===== src/rtl/vram_arb_pkg.sv =====
// Shared types for the video RAM arbiter: response-owner encoding and slot phases.
package vram_arb_pkg;

    typedef enum logic [1:0] {
        OWN_NONE = 2'd0,
        OWN_VID  = 2'd1,
        OWN_CPU  = 2'd2
    } owner_t;

    localparam logic SLOT_VID = 1'b0;
    localparam logic SLOT_CPU = 1'b1;

endpackage


===== src/rtl/vram_arb_resp_pipe.sv =====
// Two-stage owner shift register tracking in-flight RAM accesses, and steering of the
// RAM read data to whichever requester owns the access completing this cycle.
module vram_arb_resp_pipe
    import vram_arb_pkg::*;
#(
    parameter int unsigned DATA_W = 8
) (
    input  logic              i_clk,
    input  logic              i_rst_n,
    input  owner_t            i_owner,
    input  logic [DATA_W-1:0] i_mem_rdata,
    output logic              o_cpu_ack,
    output logic [DATA_W-1:0] o_cpu_rdata,
    output logic              o_vid_rvalid,
    output logic [DATA_W-1:0] o_vid_rdata
);

    owner_t r_own_s1;
    owner_t r_own_s2;

    // Reset flushes both stages so aborted accesses never produce a response.
    always_ff @(posedge i_clk) begin
        if (!i_rst_n) begin
            r_own_s1 <= OWN_NONE;
            r_own_s2 <= OWN_NONE;
        end else begin
            r_own_s1 <= i_owner;
            r_own_s2 <= r_own_s1;
        end
    end

    assign o_cpu_ack    = (r_own_s2 == OWN_CPU);
    assign o_vid_rvalid = (r_own_s2 == OWN_VID);
    assign o_cpu_rdata  = o_cpu_ack ? i_mem_rdata : '0;
    assign o_vid_rdata  = o_vid_rvalid ? i_mem_rdata : '0;

endmodule


===== src/rtl/vram_arbiter.sv =====
// Single-port video RAM arbiter: even cycles favour scanout, odd cycles favour the CPU,
// idle slots are lent to the other side, and the CPU wins every slot during blanking.
module vram_arbiter
    import vram_arb_pkg::*;
#(
    parameter int unsigned ADDR_W = 15,
    parameter int unsigned DATA_W = 8
) (
    input  logic              clk,
    input  logic              reset_n,
    input  logic              cpu_req,
    input  logic              cpu_we,
    input  logic [ADDR_W-1:0] cpu_addr,
    input  logic [DATA_W-1:0] cpu_wdata,
    output logic              cpu_ack,
    output logic [DATA_W-1:0] cpu_rdata,
    input  logic              vid_req,
    input  logic [ADDR_W-1:0] vid_addr,
    output logic              vid_gnt,
    output logic              vid_rvalid,
    output logic [DATA_W-1:0] vid_rdata,
    input  logic              vid_blank,
    output logic              mem_en,
    output logic              mem_we,
    output logic [ADDR_W-1:0] mem_addr,
    output logic [DATA_W-1:0] mem_wdata,
    input  logic [DATA_W-1:0] mem_rdata
);

    logic              r_phase;
    logic              r_cpu_busy;
    logic              r_mem_en;
    logic              r_mem_we;
    logic [ADDR_W-1:0] r_mem_addr;
    logic [DATA_W-1:0] r_mem_wdata;

    logic   w_cpu_busy;
    logic   w_cpu_elig;
    logic   w_cpu_gnt;
    logic   w_vid_gnt;
    owner_t w_owner;

    // Busy drops in the ack cycle so a back-to-back request can be granted right away.
    assign w_cpu_busy = r_cpu_busy && !cpu_ack;
    assign w_cpu_elig = cpu_req && !w_cpu_busy;

    always_comb begin
        w_owner = OWN_NONE;
        if (reset_n) begin
            if (vid_blank || (r_phase == SLOT_CPU)) begin
                if (w_cpu_elig) begin
                    w_owner = OWN_CPU;
                end else if (vid_req) begin
                    w_owner = OWN_VID;
                end
            end else begin
                if (vid_req) begin
                    w_owner = OWN_VID;
                end else if (w_cpu_elig) begin
                    w_owner = OWN_CPU;
                end
            end
        end
    end

    assign w_cpu_gnt = (w_owner == OWN_CPU);
    assign w_vid_gnt = (w_owner == OWN_VID);

    always_ff @(posedge clk) begin
        if (!reset_n) begin
            r_phase     <= SLOT_VID;
            r_cpu_busy  <= 1'b0;
            r_mem_en    <= 1'b0;
            r_mem_we    <= 1'b0;
            r_mem_addr  <= '0;
            r_mem_wdata <= '0;
        end else begin
            r_phase    <= ~r_phase;
            r_cpu_busy <= w_cpu_gnt || w_cpu_busy;
            r_mem_en   <= w_cpu_gnt || w_vid_gnt;
            r_mem_we   <= w_cpu_gnt && cpu_we;
            if (w_cpu_gnt) begin
                r_mem_addr  <= cpu_addr;
                r_mem_wdata <= cpu_wdata;
            end else if (w_vid_gnt) begin
                r_mem_addr <= vid_addr;
            end
        end
    end

    vram_arb_resp_pipe #(
        .DATA_W (DATA_W)
    ) u_resp_pipe (
        .i_clk        (clk),
        .i_rst_n      (reset_n),
        .i_owner      (w_owner),
        .i_mem_rdata  (mem_rdata),
        .o_cpu_ack    (cpu_ack),
        .o_cpu_rdata  (cpu_rdata),
        .o_vid_rvalid (vid_rvalid),
        .o_vid_rdata  (vid_rdata)
    );

    assign vid_gnt   = w_vid_gnt;
    assign mem_en    = r_mem_en;
    assign mem_we    = r_mem_we;
    assign mem_addr  = r_mem_addr;
    assign mem_wdata = r_mem_wdata;

endmodule


===== config.mk =====
export PLATFORM = sky130hd
export DESIGN_NAME = vram_arbiter
export DESIGN_NICKNAME = d
export VERILOG_FILES = /design/src/rtl/vram_arb_pkg.sv /design/src/rtl/vram_arb_resp_pipe.sv /design/src/rtl/vram_arbiter.sv
export SDC_FILE = /design/constraint.sdc
export NUM_CORES = 1
export LEC_CHECK = 0
export ABC_CLOCK_PERIOD_IN_PS = 2400
export BUFFER_PORTS_ARGS = -buffer_cell sky130_fd_sc_hd__buf_4
export CAP_MARGIN = 40
export CORE_UTILIZATION = 41
export DETAILED_ROUTE_END_ITERATION = 7
export HOLD_SLACK_MARGIN = 0.1
export PLACE_DENSITY = 0.9
export SLEW_MARGIN = 20
export SYNTH_ARGS = -nofsm -noshare
export SYNTH_HDL_FRONTEND = slang
export SYNTH_SLANG_ARGS = --single-unit
export TNS_END_PERCENT = 100

===== constraint.sdc =====
create_clock -name clk -period 2.4 [get_ports clk]
set_input_delay 0.12 -clock clk [delete_from_list [all_inputs] [get_ports clk]]
set_output_delay 0.12 -clock clk [all_outputs]
set_load 0.02 [all_outputs]

; ---- After elaboration in Yosys (flattened, before gate mapping)
; Cells that the tools add are included.
[word_totals]
ff_bits = 31
[classes]
n_eq_ne = 4
mux = 10
bitwise_logic = 1
n_reduce_logical = 9
[op_table]
columns = operator, count
row1 = $mux 15, 2
row2 = $mux 8, 2
row3 = $mux 2, 5
row4 = $eq 2x1->1 const B, 2
row5 = $eq 2x2->1 const B, 2
row6 = $logic_and 1x1->1, 3
row7 = $logic_or 1x1->1, 3
row8 = $logic_not 1->1, 2
row9 = $reduce_bool 2->1, 1
row10 = $mux 1, 1
row11 = $not 1->1, 1

; ---- Longest topological paths before layout
; Gate-level depths: netlist of the first run.
[depth]
depth_word = 12
ltp_mapped = 9
mapped_depth_nobuf = 7

; ---- Modules after synthesis
; From an unflattened synthesis of the first run, not the netlist that was laid out.
[hier_totals]
cells_unflattened = 141
hier_area_um2 = 1577.8
[modules_own_cells]
columns = module, n_inst, cells_each, area_per_inst_um2
row1 = vram_arbiter, 1, 113, 1305.0
row2 = vram_arb_resp_pipe, 1, 28, 272.8

; ---- Worst setup path before layout of the first run
; No wires, ideal clock.
[synth_timing]
path_type = register to register
startpoint = reg u_resp_pipe.r_own_s2[1]
endpoint = reg r_mem_addr[10] (netlist: mem_addr[10])
setup_time_ns = 0.070
t_arrival_ns = 1.701
setup_slack_ns = 0.630
path_stages_with_launch = 10
path_buffers = 2
synth_period_minus_slack_ns = 1.770
cell_sequence = dfxtp_1 -> nor2b_4 -> buf_6 -> nand2b_1 -> and4_1 -> ha_1 -> inv_1 -> clkbuf_1 -> o21ai_0 -> a21oi_1
[synth_between]
elab_chain_len = 11
elab_cells_between_ends = 14
[synth_lines]
columns = item, line_no
row1 = "start, declared", vram_arb_resp_pipe.sv:19  ; owner_t r_own_s2;
row2 = "start signal, assigned", vram_arb_resp_pipe.sv:28  ; r_own_s2 <= r_own_s1;
row3 = $eq 2x2->1 (*), vram_arb_resp_pipe.sv:32  ; assign o_cpu_ack = (r_own_s2 == OWN_CPU);
row4 = net cpu_ack, vram_arbiter.sv:15  ; output logic cpu_ack,
row5 = $logic_not 1->1 (*), vram_arbiter.sv:44  ; assign w_cpu_busy = r_cpu_busy && !cpu_ack;
row6 = $logic_and 1x1->1 (*), vram_arbiter.sv:44
row7 = $logic_not 1->1 (*), vram_arbiter.sv:45  ; assign w_cpu_elig = cpu_req && !w_cpu_busy;
row8 = $logic_and 1x1->1 (*), vram_arbiter.sv:45
row9 = $mux 2, vram_arbiter.sv:59  ; end else if (w_cpu_elig) begin
row10 = $mux 2, vram_arbiter.sv:57  ; if (vid_req) begin
row11 = $mux 2 (*), vram_arbiter.sv:50  ; if (vid_blank || (r_phase == SLOT_CPU)) begin
row12 = $mux 2 (*), vram_arbiter.sv:49  ; if (reset_n) begin
row13 = net u_resp_pipe.i_owner[1], vram_arb_resp_pipe.sv:10  ; input owner_t i_owner,
row14 = $eq 2x2->1 / $eq 2x1->1 (equally long branches), "vram_arbiter.sv:66, vram_arbiter.sv:67"
row15 = $mux 15 / $reduce_bool 2->1 (equally long branches), --
row16 = "end signal, assigned", vram_arbiter.sv:83  ; r_mem_addr <= cpu_addr;
row17 = "end signal, assigned", vram_arbiter.sv:86  ; r_mem_addr <= vid_addr;
row18 = "end, declared", vram_arbiter.sv:34  ; logic [ADDR_W-1:0] r_mem_addr;
; Mark *: on every way through the listed nets, which the timed path passes. The rest lies on a longest branch.
; A chain may end at the register's enable or synchronous reset.

; ---- Final worst setup path of the first run
[layout_timing]
startpoint = reg u_resp_pipe.r_own_s2[1]
endpoint = reg r_mem_wdata[0] (netlist: mem_wdata[0])
[layout_between]
elab_chain_len = 10
elab_cells_between_ends = 11
[layout_lines]
columns = item, line_no
row1 = $eq 2x2->1 (*), vram_arb_resp_pipe.sv:32
row2 = $logic_not 1->1 (*), vram_arbiter.sv:44
row3 = $logic_and 1x1->1 (*), vram_arbiter.sv:44
row4 = $logic_not 1->1 (*), vram_arbiter.sv:45
row5 = $logic_and 1x1->1 (*), vram_arbiter.sv:45
row6 = $mux 2, vram_arbiter.sv:59
row7 = $mux 2, vram_arbiter.sv:57
row8 = $mux 2 (*), vram_arbiter.sv:50
row9 = $mux 2 (*), vram_arbiter.sv:49
row10 = $eq 2x2->1 (*), vram_arbiter.sv:66  ; assign w_cpu_gnt = (w_owner == OWN_CPU);
row11 = "end signal, assigned", vram_arbiter.sv:84  ; r_mem_wdata <= cpu_wdata;
row12 = "end, declared", vram_arbiter.sv:35  ; logic [DATA_W-1:0] r_mem_wdata;
; Mark *: on every way between the ends. The rest lies on a longest branch, timed or not.

==> results of run 1 <==
## cells in the final DEF, fill, tap and decap left out
master                          netlist  routed
sky130_fd_sc_hd__dlygate4sd3_1        0      41
sky130_fd_sc_hd__o21a_1               1       1
sky130_fd_sc_hd__a21oi_1             15      15
sky130_fd_sc_hd__mux2i_1             23      23
sky130_fd_sc_hd__nor2b_1             10      10
sky130_fd_sc_hd__nor2b_4              1       1
sky130_fd_sc_hd__clkbuf_1             6       1
sky130_fd_sc_hd__dfxtp_1             31      31
sky130_fd_sc_hd__and4_1               2       2
sky130_fd_sc_hd__and2b_2              2       2
sky130_fd_sc_hd__nor2_1               1       1
sky130_fd_sc_hd__and3_1               1       1
sky130_fd_sc_hd__o211ai_1             1       1
sky130_fd_sc_hd__nand2b_1             1       1
sky130_fd_sc_hd__buf_4                1      98
sky130_fd_sc_hd__o21ai_0             16      16
sky130_fd_sc_hd__inv_1                1       1
sky130_fd_sc_hd__and2_1              18      18
sky130_fd_sc_hd__clkbuf_8             0       2
sky130_fd_sc_hd__ha_1                 3       3
sky130_fd_sc_hd__clkbuf_4             0       5
sky130_fd_sc_hd__nand4_1              1       1
sky130_fd_sc_hd__nand2_1              1       1
sky130_fd_sc_hd__o211a_1              2       2
## per-stage QoR
| stage | hold WS, ns | cells | cell area (um2) | utilization, % | setup WS [ns] |
|---|---|---|---|---|---|
| 3_5_place_dp | 0.378 | 273 | 2120 | 67.3 | 0.349 |
| 6_report | 0.185 | 322 | 2600 | 82.5 | 0.325 |
| 2_1_floorplan | 0.248 | 142 | 1400 | - | 0.630 |
| 4_1_cts | 0.168 | 322 | 2600 | 82.5 | 0.343 |
| 3_3_place_gp | 0.364 | 273 | 2120 | 67.3 | 0.488 |
| 5_1_grt | 0.191 | 322 | 2600 | 82.5 | 0.151 |
## Yosys cell counts
library cell and n:
sky130_fd_sc_hd__buf_8 1, sky130_fd_sc_hd__nand2_1 1, sky130_fd_sc_hd__ha_1 3, sky130_fd_sc_hd__inv_1 1, sky130_fd_sc_hd__nor2_1 1, sky130_fd_sc_hd__nand4_1 1
sky130_fd_sc_hd__clkbuf_1 6, sky130_fd_sc_hd__mux2i_1 23, sky130_fd_sc_hd__dfxtp_1 31, sky130_fd_sc_hd__and2_1 18, sky130_fd_sc_hd__nor2b_4 1, sky130_fd_sc_hd__o211ai_1 1
sky130_fd_sc_hd__o21a_1 1, sky130_fd_sc_hd__a21oi_1 15, sky130_fd_sc_hd__o21ai_0 16, sky130_fd_sc_hd__and3_1 1, sky130_fd_sc_hd__buf_6 1, sky130_fd_sc_hd__o211a_1 2
sky130_fd_sc_hd__nor2b_1 10, sky130_fd_sc_hd__nand2b_1 1, sky130_fd_sc_hd__buf_2 2, sky130_fd_sc_hd__buf_4 1, sky130_fd_sc_hd__and4_1 2, sky130_fd_sc_hd__and2b_2 2
## layer usage
metal  global-route usage, %  wire length (um)
met5                       0                 0
met4                    12.3               144
met3                    6.82               328
met2                    52.1              2460
met1                    22.5              1570
## flip-flops by register name, summed over array words and instances (netlist names)
signal	cells
mem_en	1
mem_wdata	8
r_phase	1
r_cpu_busy	1
mem_addr	15
u_resp_pipe.r_own_s2	2
u_resp_pipe.r_own_s1	2
mem_we	1
## power by group
part	internal [uW]	total, uW	switching, uW
logic	207	384	177
clock network	172	337	165
registers	557	578	21.2
total	936	1300	363
## worst min-delay path by stage
stage | startpoint | end | slack, ns | cells past startpoint
2_1_floorplan | reset_n | mem_wdata[0] | 0.25 | 1
3_3_place_gp | cpu_we | mem_we | 0.36 | 2
3_5_place_dp | cpu_we | mem_we | 0.38 | 2
4_1_cts | reset_n | r_cpu_busy | 0.17 | 2
5_1_grt | reset_n | r_cpu_busy | 0.19 | 2
6_report | reset_n | r_cpu_busy | 0.18 | 2
## what timing repair did
action,CTS,global route
hold buffers,41,0
resized for setup,0,0
hold endpoints to repair,26,0
## layout make-up
cell class	instances	area (um2)	share of cell area (%)
sequential	31	621	23.8
timing repair buffer	139	1150	44.0
clock buffer	8	68.8	2.64
inverter	1	3.75	0.144
tap	44	55.1	2.12
multi-input combinational	99	708	27.2
## logic make-up after synthesis
group           count (synthesis)
mux                            23
buf+inv                        12
fa+ha+maj                       3
compound gates                 35
simple gates                   38
flops                          31
==> key figures, run 1 <==
Yosys
  – Xor/xnor share of the synthesized area: 0%
  – Library cells used by synthesis: 24
  – Multiplexer share of the synthesized area: between 10% and 20%
  – Combinational family with the most area after synthesis: simple AND/OR/NAND/NOR gates
  – Register bit count reported by yosys: 31
  – Post-synthesis simple-gate area fraction: 17.9%
  – Synthesized cell area: roughly 0.0014 mm2
  – Top-area cell type share of the netlist area: between 40% and 50%
  – Warnings, synthesis: 0
  – Sequential-to-total area share from yosys stat: between 40% and 50%
  – Post-synthesis compound-gate area fraction: a little over an eighth
  – Synthesized netlist net count: 197
  – Area leader, netlist: sky130_fd_sc_hd__dfxtp_1
  – Adder-Cell Fraction of Synth Area: 2.68%
  – Syn Area/Cell: roughly 9.9 um2
  – Number of instances in the synthesized netlist: roughly 140
  – Biggest area contributors in the synthesized netlist: sky130_fd_sc_hd__dfxtp_1 (44%), sky130_fd_sc_hd__mux2i_1 (16%), sky130_fd_sc_hd__and2_1 (8.1%), sky130_fd_sc_hd__o21ai_0 (5.7%), sky130_fd_sc_hd__a21oi_1 (5.4%)

STA
  – Setup TNS: 0 ns
  – Max-slew headroom at the worst pin: ~68%
  – Period Utilization, post-route: about 86%
  – Max Clk Rate: approximately 0.48 GHz
  – RSZ-0062 raised after global routing: false
  – Post-Route Skew: 0.00592 ns
  – Final Setup Violations: 0
  – Fin crit period: 2.08 ns
  – Total count of max-transition violations in the final report: 0
  – Final Hold Violating Endpoints: 0
  – Transition time at the pin with the least slew margin: 0.476 ns

Clock tree
  – Clock root buffer: sky130_fd_sc_hd__clkbuf_4
  – Setup repair bufs after CTS: 0
  – # H-tree levels: 2
  – Clk_lat worst skew: 0.32 ns
  – Number of clock sinks seen by CTS: 31
  – Number of buffers on the longest clock path: 2
  – TritonCTS buffer count: 5
  – Clock-pin transition on the worst setup and hold timing paths: 0.09 ns
  – Clock tree from TritonCTS: built

Global route
  – Antenna violations before repair: 0
  – Gr usage total: 25.5%
  – Pin count of the biggest net entering global routing: 36
  – Number of global-route vias before repair: 1562
  – Global-route wire length before repair: approximately 6700 um
  – Gr ovfl total: 0

Floorplan
  – Number of top-level pins: 96
  – Row cnt: 20
  – Placeable core region: 0.00315 mm2
  – Height of the chip: approximately 60 um
  – Effective utilization at floorplan: ~44%
  – Overall die area: approximately 0.0036 mm2
  – Die width: 60.4 um

Pwr
  – Pwr Total: ~1300 uW
  – Static Leakage: 0.00123 uW
  – Worst vdd rail ir drop: approximately 0.00045 V
  – Power per cell area: 499 mW/mm2

Placed design
  – Hpwl dp: 2630 um
  – Port Buffer Count: 95
  – Global placer's final weighted congestion: 0.732

Flow run
  – Number of max-cap violations: 0

Cells and area
  – Proportion of layout cells with a drive suffix above 1: 38.8%
  – Fillcell total: between 200 and 250
  – Relative area change from synthesis to final layout: 86.0%
  – Number of antenna diodes: 0
  – Count of nets after finishing: 332

Critical path
  – Crit path max-delay family: simple AND/OR/NAND/NOR gates
  – Source of the worst register-to-register timing path: u_resp_pipe.r_own_s2[1]
  – CP peak stage delay: 0.50 ns
  – Slowest-stage cell, CP: sky130_fd_sc_hd__ha_1
  – Reg-to-Reg End: mem_wdata[0]
  – Data arrival time at the worst-slack endpoint: 2.29 ns
  – CP bufs+invs: 0
  – Crit path cell chain: nor2b_4 -> and2b_2 -> o211ai_1 -> ha_1 -> mux2i_1 -> nor2b_1
  – Beginning of the critical path: u_resp_pipe.r_own_s2[1]
  – Reg-to-reg setup timing slack: 0.32 ns
  – Crit path launch type: register
  – Worst path depth: 6
  – R2R depth: 6
  – Endpoint of the most critical setup path: mem_wdata[0]
  – Worst setup EP type: register
  – Maximum fanout encountered on the critical timing path: 11
  – Data required, critical path: 2.62 ns
  – Crit path kind: reg -> reg

Min path
  – HP Class: in -> reg

Route
  – Initial DRT Pass Iterations: 4
  – Remaining routing DRC violations: 0
  – Total routed wirelength: 4500 um
  – DR iter-0 viols: a little over 40
  – Number of vias in the routed layout: 1557
  – DR WL/cell: 14.0 um
  – Antenna-violating nets left: 0
  – Routed via count divided by cell count: 4.84

Status
  – Status: complete, no violations
(Power assumes the default switching activity.)
==> run 2, diff against run 1 <==
Settings changed: ABC_CLOCK_PERIOD_IN_PS 2400 to 2330, CORE_UTILIZATION 41 to 43, PLACE_DENSITY 0.9 to 0.91, SETUP_SLACK_MARGIN set to 0.5, SYNTH_HIERARCHICAL set to 1.
Clock period 2.4 ns to 2.33 ns, I/O delays scaled along.
==> key figures, run 2 <==
STA
  – Post-Route Hold Slack: 0.121 ns (was 0.185 ns)
  – Final Setup Violations: 0 (unchanged)
  – Total count of max-transition violations in the final report: 0 (unchanged)
  – RSZ-0062 raised after global routing: true (was false)
  – Post-Route Skew: 0.00699 ns (was 0.00592 ns)
  – Transition time at the pin with the least slew margin: 0.326 ns (was 0.476 ns)
  – Max-slew headroom at the worst pin: 78.3% (was 68.3%)
  – Setup TNS: 0 ns (unchanged)
  – Max Clk Rate: 0.532 GHz (was 0.482 GHz)
  – Final Hold Violating Endpoints: 0 (unchanged)
  – Fin crit period: 1.88 ns (was 2.08 ns)
  – Period Utilization, post-route: 80.6% (was 86.5%)
  – Post-route setup slack: 0.452 ns (was 0.325 ns)

Clock tree
  – TritonCTS buffer count: 5 (unchanged)
  – # H-tree levels: 2 (unchanged)
  – Clock root buffer: sky130_fd_sc_hd__clkbuf_4 (unchanged)
  – Number of clock sinks seen by CTS: 31 (unchanged)
  – Clk_lat worst skew: 0.33 ns (was 0.32 ns)
  – Number of buffers on the longest clock path: 2 (unchanged)
  – Clock tree from TritonCTS: built (unchanged)
  – Clock-pin transition on the worst setup and hold timing paths: 0.10 ns (was 0.09 ns)

Cells and area
  – Number of antenna diodes: 0 (unchanged)
  – Count of nets after finishing: 304 (was 332)
  – Relative area change from synthesis to final layout: 67.8% (was 86.0%)
  – Commonest cells after routing, fill and taps aside: sky130_fd_sc_hd__buf_4 (99), sky130_fd_sc_hd__dfxtp_1 (28), sky130_fd_sc_hd__and3b_1 (16) (was sky130_fd_sc_hd__buf_4 (98), sky130_fd_sc_hd__dlygate4sd3_1 (41), sky130_fd_sc_hd__dfxtp_1 (31), sky130_fd_sc_hd__mux2i_1 (23), sky130_fd_sc_hd__and2_1 (18))
  – Fillcell total: 242 (was 203)
  – Most common cell after layout, fill and taps aside: sky130_fd_sc_hd__buf_4 (unchanged)
  – Max FFs per register: 15 (unchanged)
  – Proportion of layout cells with a drive suffix above 1: 55.2% (was 38.8%)

Floorplan
  – Placeable core region: 0.00342 mm2 (was 0.00315 mm2)
  – Effective utilization at floorplan: 46.2% (was 44.4%)
  – Number of top-level pins: 96 (unchanged)
  – Die width: 62.6 um (was 60.4 um)
  – Row cnt: 21 (was 20)
  – Height of the chip: 62.6 um (was 60.4 um)
  – Overall die area: 0.00392 mm2 (was 0.00365 mm2)

Min path
  – Hold path endpoint: mem_addr[5] (was r_cpu_busy)
  – HP Class: in -> reg (unchanged)
  – Hold path start: vid_addr[5] (was reset_n)
  – Depth of the worst hold-timing path: 3 (was 2)

Global route
  – Pin count of the biggest net entering global routing: 36 (unchanged)
  – Gr usage total: 22.6% (was 25.5%)
  – Antenna violations before repair: 0 (unchanged)
  – Number of global-route vias before repair: 1511 (was 1562)
  – Global-route wire length before repair: 6910 um (was 6690 um)
  – Gr ovfl total: 0 (unchanged)

Yosys
  – Cell with the most instances after synthesis: sky130_fd_sc_hd__dfxtp_1 (unchanged)
  – Area leader, netlist: sky130_fd_sc_hd__dfxtp_1 (unchanged)
  – Biggest area contributors in the synthesized netlist: sky130_fd_sc_hd__dfxtp_1 (39%), sky130_fd_sc_hd__o211a_1 (9.5%), sky130_fd_sc_hd__and3b_1 (8.9%), sky130_fd_sc_hd__mux2_4 (8.6%), sky130_fd_sc_hd__nand2b_1 (6.3%) (was sky130_fd_sc_hd__dfxtp_1 (44%), sky130_fd_sc_hd__mux2i_1 (16%), sky130_fd_sc_hd__and2_1 (8.1%), sky130_fd_sc_hd__o21ai_0 (5.7%), sky130_fd_sc_hd__a21oi_1 (5.4%))
  – Synth cell count leaders: sky130_fd_sc_hd__dfxtp_1 (31), sky130_fd_sc_hd__and3b_1 (16), sky130_fd_sc_hd__nand2b_1 (16) (was sky130_fd_sc_hd__dfxtp_1 (31), sky130_fd_sc_hd__mux2i_1 (23), sky130_fd_sc_hd__and2_1 (18))
  – Synthesized netlist net count: 196 (was 197)
  – Syn Area/Cell: 11.2 um2 (was 9.85 um2)
  – Async set-reset flop share out of synthesis: 0% (unchanged)
  – Post-synth EDFFs: 0 (unchanged)
  – Warnings, synthesis: 6 (was 0)
  – Register bit count reported by yosys: 31 (unchanged)
  – Synthesized cell area: 0.00158 mm2 (was 0.00140 mm2)
  – Number of instances in the synthesized netlist: 141 (was 142)
  – Library cells used by synthesis: 24 (unchanged)
  – Sequential-to-total area share from yosys stat: 39.3% (was 44.4%)
  – Top-area cell type share of the netlist area: 39.3% (was 44.4%)
  – Predominant post-synthesis flop cell: sky130_fd_sc_hd__dfxtp_1 (unchanged)

Pwr
  – Switching power: 396 uW (was 363 uW)
  – Total internal power: 992 uW (was 936 uW)
  – Worst vdd rail ir drop: 0.000419 V (was 0.000446 V)
  – Static Leakage: 0.00141 uW (was 0.00123 uW)
  – Power per cell area: 524 mW/mm2 (was 499 mW/mm2)
  – Fraction of power consumed by the clock network: 26.6% (was 25.9%)
  – Switching part of the total power: 28.5% (was 27.9%)
  – Logic gate share of total power: 30.8% (was 29.6%)
  – Sequential share of power: 42.6% (was 44.5%)

Critical path
  – Maximum fanout encountered on the critical timing path: 8 (was 11)
  – CP peak stage delay: 0.39 ns (was 0.50 ns)
  – R2R depth: 6 (unchanged)
  – Reg-to-Reg End: mem_addr[13] (was mem_wdata[0])
  – Crit path max-delay family: simple AND/OR/NAND/NOR gates (unchanged)
  – Source of the worst register-to-register timing path: r_phase (was u_resp_pipe.r_own_s2[1])
  – Reg-to-reg setup timing slack: 0.45 ns (was 0.32 ns)
  – Worst setup EP type: register (unchanged)
  – Data arrival time at the worst-slack endpoint: 2.11 ns (was 2.29 ns)
  – Crit path kind: reg -> reg (unchanged)
  – Slowest-stage cell, CP: sky130_fd_sc_hd__or3b_4 (was sky130_fd_sc_hd__ha_1)
  – Crit path cell chain: or3b_4 -> and4_4 -> ha_4 -> buf_16 -> mux2_4 -> o211a_1 (was nor2b_4 -> and2b_2 -> o211ai_1 -> ha_1 -> mux2i_1 -> nor2b_1)
  – Data required, critical path: 2.56 ns (was 2.62 ns)
  – CP bufs+invs: 1 (was 0)
  – Crit path launch type: register (unchanged)

Route
  – Number of vias in the routed layout: 1480 (was 1557)
  – Total routed wirelength: 4340 um (was 4500 um)
  – DR WL/cell: 14.7 um (was 14.0 um)
  – Remaining routing DRC violations: 0 (unchanged)
  – DR iter-0 viols: 55 (was 41)
  – Initial DRT Pass Iterations: 3 (was 4)
  – Routed via count divided by cell count: 5.00 (was 4.84)
  – Antenna-violating nets left: 0 (unchanged)

Placed design
  – Port Buffer Count: 95 (unchanged)
  – Placement-stage worst setup slack: 0.242 ns (was 0.349 ns)
  – Global placer's final weighted congestion: 0.716 (was 0.732)
  – Hpwl dp: 2790 um (was 2630 um)

Flow run
  – Number of max-cap violations: 0 (unchanged)

Status
  – Status: complete, no violations (unchanged)
## run 2: cell types whose count changed in the layout (fill, tap and decap cells not counted), sizes merged, moves of 2 or more
cell and change:
mux2 +15, and2b -2, dlygate4sd3 -32, buf +5, o211a +13, a21oi -15
nand2b +15, and2 -14, o21ai -16, nor2b +2, mux2i -15, and3b +16
## run 2: kinds of logic (layout without fill, tap and decap cells)
| group | Yosys count | count (layout) | synth area share (%) |
|---|---|---|---|
| compound gates | 18 | 18 | 11.2 |
| fa+ha+maj | 3 | 3 | 2.38 |
| buf+inv | 12 | 121 | 5.07 |
| flops | 31 | 31 | 39.3 |
| mux | 23 | 23 | 17.9 |
| simple gates | 54 | 54 | 24.1 |
## run 2: how the worst max path moves through the flow
| stage | start | endpoint | cells after the start |
|---|---|---|---|
| finish | r_phase | mem_addr[13] | 6 |
| detailed placement | u_resp_pipe/r_own_s2[1] | mem_addr[3] | 7 |
| global placement | u_resp_pipe/r_own_s2[1] | mem_addr[2] | 7 |
| floorplan | u_resp_pipe/r_own_s2[1] | mem_addr[10] | 9 |
| global route | u_resp_pipe/r_own_s2[1] | mem_addr[6] | 7 |
| CTS | u_resp_pipe/r_own_s2[1] | mem_addr[6] | 7 |
## run 2: layer usage
layer	track usage (%)	share of wire, %
met1	22.1	37
met3	8.21	8.2
met4	6.10	0.85
met5	0	0
met2	44.0	54
## run 2: metrics by stage
| step | instances | util, % | instance area [um2] | power [uW] |
|---|---|---|---|---|
| global placement | 273 | 68.4 | 2340 | 970 |
| CTS | 295 | 76.8 | 2620 | 1380 |
| global route | 296 | 77.5 | 2650 | 1450 |
| floorplan | 141 | - | 1620 | 820 |
| finish | 296 | 77.5 | 2650 | 1390 |
| detailed placement | 273 | 68.4 | 2340 | 980 |
## run 2: power groups by stage
stage / clock (uW) / sequential, uW / combinational [uW]
finish: 369 / 591 / 428
global route: 400 / 596 / 457
global placement: 0 / 604 / 365
floorplan: 0 / 649 / 171
detailed placement: 0 / 606 / 374
CTS: 375 / 590 / 418
## run 2: layout make-up
cell class	instances	area (um2)	share of cell area (%)
Multi-Input combinational cell	98	972	36.7
Timing Repair Buffer	112	912	34.5
Sequential cell	31	629	23.8
Clock buffer	7	65.1	2.46
Tap cell	46	57.6	2.17
Clock inverter	1	7.51	0.284
Inverter	1	3.75	0.142
## run 2: what timing repair did
item                                    4_1_cts  5_1_grt
pin swaps                                     5        3
setup buffers                                 4        1
hold buffers                                  9        0
endpoints found under the setup margin       25       24
gates cloned                                  1        0
gates resized for setup                      18        2
endpoints found under the hold margin         9        0
## run 2: worst register-to-register path, cell delays in order, from the launching register on
cell                      delay, ns
sky130_fd_sc_hd__dfxtp_2       0.33
sky130_fd_sc_hd__or3b_4        0.39
sky130_fd_sc_hd__and4_4        0.22
sky130_fd_sc_hd__ha_4          0.19
sky130_fd_sc_hd__buf_16        0.15
sky130_fd_sc_hd__mux2_4        0.30
sky130_fd_sc_hd__o211a_1       0.21
==> run 3, diff against run 2 <==
Settings changed: ABC_CLOCK_PERIOD_IN_PS 2330 to 1510, CORE_UTILIZATION 43 to 39, PLACE_DENSITY 0.91 to 0.87.
Clock period 2.33 ns to 1.51 ns, I/O delays scaled along.
==> key figures, run 3 (synthesis gave the netlist of run 2 again) <==
Global route
  – Pin count of the biggest net entering global routing: 32 (was 36)
  – Number of global-route vias before repair: 1521 (was 1511)
  – Gr usage total: 21.8% (was 22.6%)
  – Global-route wire length before repair: 6910 um (unchanged)
  – Antenna violations before repair: 0 (unchanged)
  – Gr ovfl total: 0 (unchanged)

Route
  – DR WL/cell: 14.0 um (was 14.7 um)
  – Routed via count divided by cell count: 4.88 (was 5.00)
  – Antenna-violating nets left: 0 (unchanged)
  – Total routed wirelength: 4390 um (was 4340 um)
  – Initial DRT Pass Iterations: 4 (was 3)
  – DR iter-0 viols: 25 (was 55)
  – Number of vias in the routed layout: 1529 (was 1480)
  – Remaining routing DRC violations: 0 (unchanged)

Cells and area
  – Commonest cells after routing, fill and taps aside: sky130_fd_sc_hd__buf_4 (101), sky130_fd_sc_hd__dfxtp_1 (28), sky130_fd_sc_hd__and3b_1 (16) (was sky130_fd_sc_hd__buf_4 (99), sky130_fd_sc_hd__dfxtp_1 (28), sky130_fd_sc_hd__and3b_1 (16))
  – Proportion of layout cells with a drive suffix above 1: 58.5% (was 55.2%)
  – Max FFs per register: 15 (unchanged)
  – Count of nets after finishing: 320 (was 304)
  – Final design instance area without fill: 0.00292 mm2 (was 0.00265 mm2)
  – Most common cell after layout, fill and taps aside: sky130_fd_sc_hd__buf_4 (unchanged)
  – Number of antenna diodes: 0 (unchanged)
  – Relative area change from synthesis to final layout: 85.2% (was 67.8%)

Critical path
  – Data required, critical path: 1.68 ns (was 2.56 ns)
  – Crit path launch type: register (unchanged)
  – Data arrival time at the worst-slack endpoint: 2.03 ns (was 2.11 ns)
  – Maximum fanout encountered on the critical timing path: 8 (unchanged)
  – Worst setup EP type: register (unchanged)
  – Crit path kind: reg -> reg (unchanged)
  – Source of the worst register-to-register timing path: r_phase (unchanged)
  – Beginning of the critical path: r_phase (unchanged)

STA
  – Setup TNS: -7.16 ns (was 0 ns)
  – Total count of max-transition violations in the final report: 0 (unchanged)
  – Transition time at the pin with the least slew margin: 0.294 ns (was 0.326 ns)
  – Post-Route Hold Slack: 0.135 ns (was 0.121 ns)
  – Max Clk Rate: 0.537 GHz (was 0.532 GHz)
  – Period Utilization, post-route: 123% (was 80.6%)
  – RSZ-0062 raised after global routing: true (unchanged)
  – Fin crit period: 1.86 ns (was 1.88 ns)
  – Post-Route Skew: 0.00780 ns (was 0.00699 ns)
  – Final Hold Violating Endpoints: 0 (unchanged)
  – Max-slew headroom at the worst pin: 80.4% (was 78.3%)
  – Post-route setup slack: -0.352 ns (was 0.452 ns)
  – Final Setup Violations: 27 (was 0)

Clock tree
  – Clock tree from TritonCTS: built (unchanged)
  – TritonCTS buffer count: 5 (unchanged)
  – Clock root buffer: sky130_fd_sc_hd__clkbuf_8 (was sky130_fd_sc_hd__clkbuf_4)
  – Number of buffers on the longest clock path: 2 (unchanged)
  – Clk_lat worst skew: 0.28 ns (was 0.33 ns)
  – Number of clock sinks seen by CTS: 31 (unchanged)
  – Clock-pin transition on the worst setup and hold timing paths: 0.07 ns (was 0.10 ns)
  – # H-tree levels: 2 (unchanged)

Placed design
  – Hpwl dp: 2890 um (was 2790 um)
  – Post-place instance area: 0.00245 mm2 (was 0.00234 mm2)
  – Port Buffer Count: 95 (unchanged)
  – Global placer's final weighted congestion: 0.733 (was 0.716)

Floorplan
  – Height of the chip: 65.6 um (was 62.6 um)
  – Number of top-level pins: 96 (unchanged)
  – Overall die area: 0.00430 mm2 (was 0.00392 mm2)
  – Die width: 65.6 um (was 62.6 um)
  – Placeable core region: 0.00377 mm2 (was 0.00342 mm2)
  – Row cnt: 22 (was 21)
  – Effective utilization at floorplan: 41.8% (was 46.2%)

Min path
  – Hold path start: vid_addr[4] (was vid_addr[5])
  – HP Class: in -> reg (unchanged)

Pwr
  – Worst vdd rail ir drop: 0.000559 V (was 0.000419 V)
  – Static Leakage: 0.00154 uW (was 0.00141 uW)
  – Power per cell area: 834 mW/mm2 (was 524 mW/mm2)

Status
  – Status: finished with violations (was complete, no violations)
  – Violations in the final reports: setup timing

Flow run
  – Number of max-cap violations: 0 (unchanged)
[run 3: critical path: stages (launching register included)]
cell	delay, ns
sky130_fd_sc_hd__dfxtp_2	0.32
sky130_fd_sc_hd__or3b_4	0.36
sky130_fd_sc_hd__and4_4	0.21
sky130_fd_sc_hd__ha_4	0.19
sky130_fd_sc_hd__buf_16	0.15
sky130_fd_sc_hd__mux2_4	0.29
sky130_fd_sc_hd__o211a_1	0.24
[run 3: metrics by stage]
step	instances	power (uW)	utilization, %	worst slack (ns)
2_1_floorplan	141	1270	-	-0.583
3_3_place_gp	286	1530	64.9	-0.391
3_5_place_dp	286	1540	64.9	-0.451
4_1_cts	312	2430	76.6	-0.350
5_1_grt	313	2550	77.5	-0.412
6_report	313	2440	77.5	-0.352
[run 3: layout make-up]
class | count | area (um2)
inverters | 1 | 3.75
flip-flops and latches | 31 | 624
clock inverters | 1 | 30.0
well taps | 48 | 60.1
multi-input cells | 98 | 1010
clock buffers | 6 | 72.6
fillers | 266 | 850
repair buffers | 128 | 1120
[run 3: path summary, 6_finish.rpt]
check | slack, ns | end | cells after the start
max reg2reg | -0.35 | mem_addr[1] | 6
min | 0.14 | mem_addr[4] | 3
max | -0.35 | mem_addr[1] | 6
min reg2reg | 0.44 | u_resp_pipe/r_own_s2[1] | 1
[run 3: layer usage]
layer / up-vias / wire length (um) / track usage, %
li1: 745 / - / -
met3: 6 / 401 / 6.94
met2: 74 / 2320 / 41.4
met4: 0 / 65 / 8.15
met1: 704 / 1600 / 21.7
met5: - / 0 / 0
[run 3: report_power, final]
group,switching [uW],internal (uW),leakage [uW]
clock network,294,483,0.0000513
logic,299,440,0.00123
registers,33.8,885,0.000256
[run 3: timing repair]
| item | CTS | global route |
|---|---|---|
| gates resized for setup | 28 | 6 |
| gates cloned | 4 | 0 |
| hold buffers | 10 | 0 |
| pin swaps | 3 | 4 |
| setup endpoints to repair | 47 | 47 |
| endpoints found under the hold margin | 10 | 0 |
| buffers inserted | 5 | 1 |
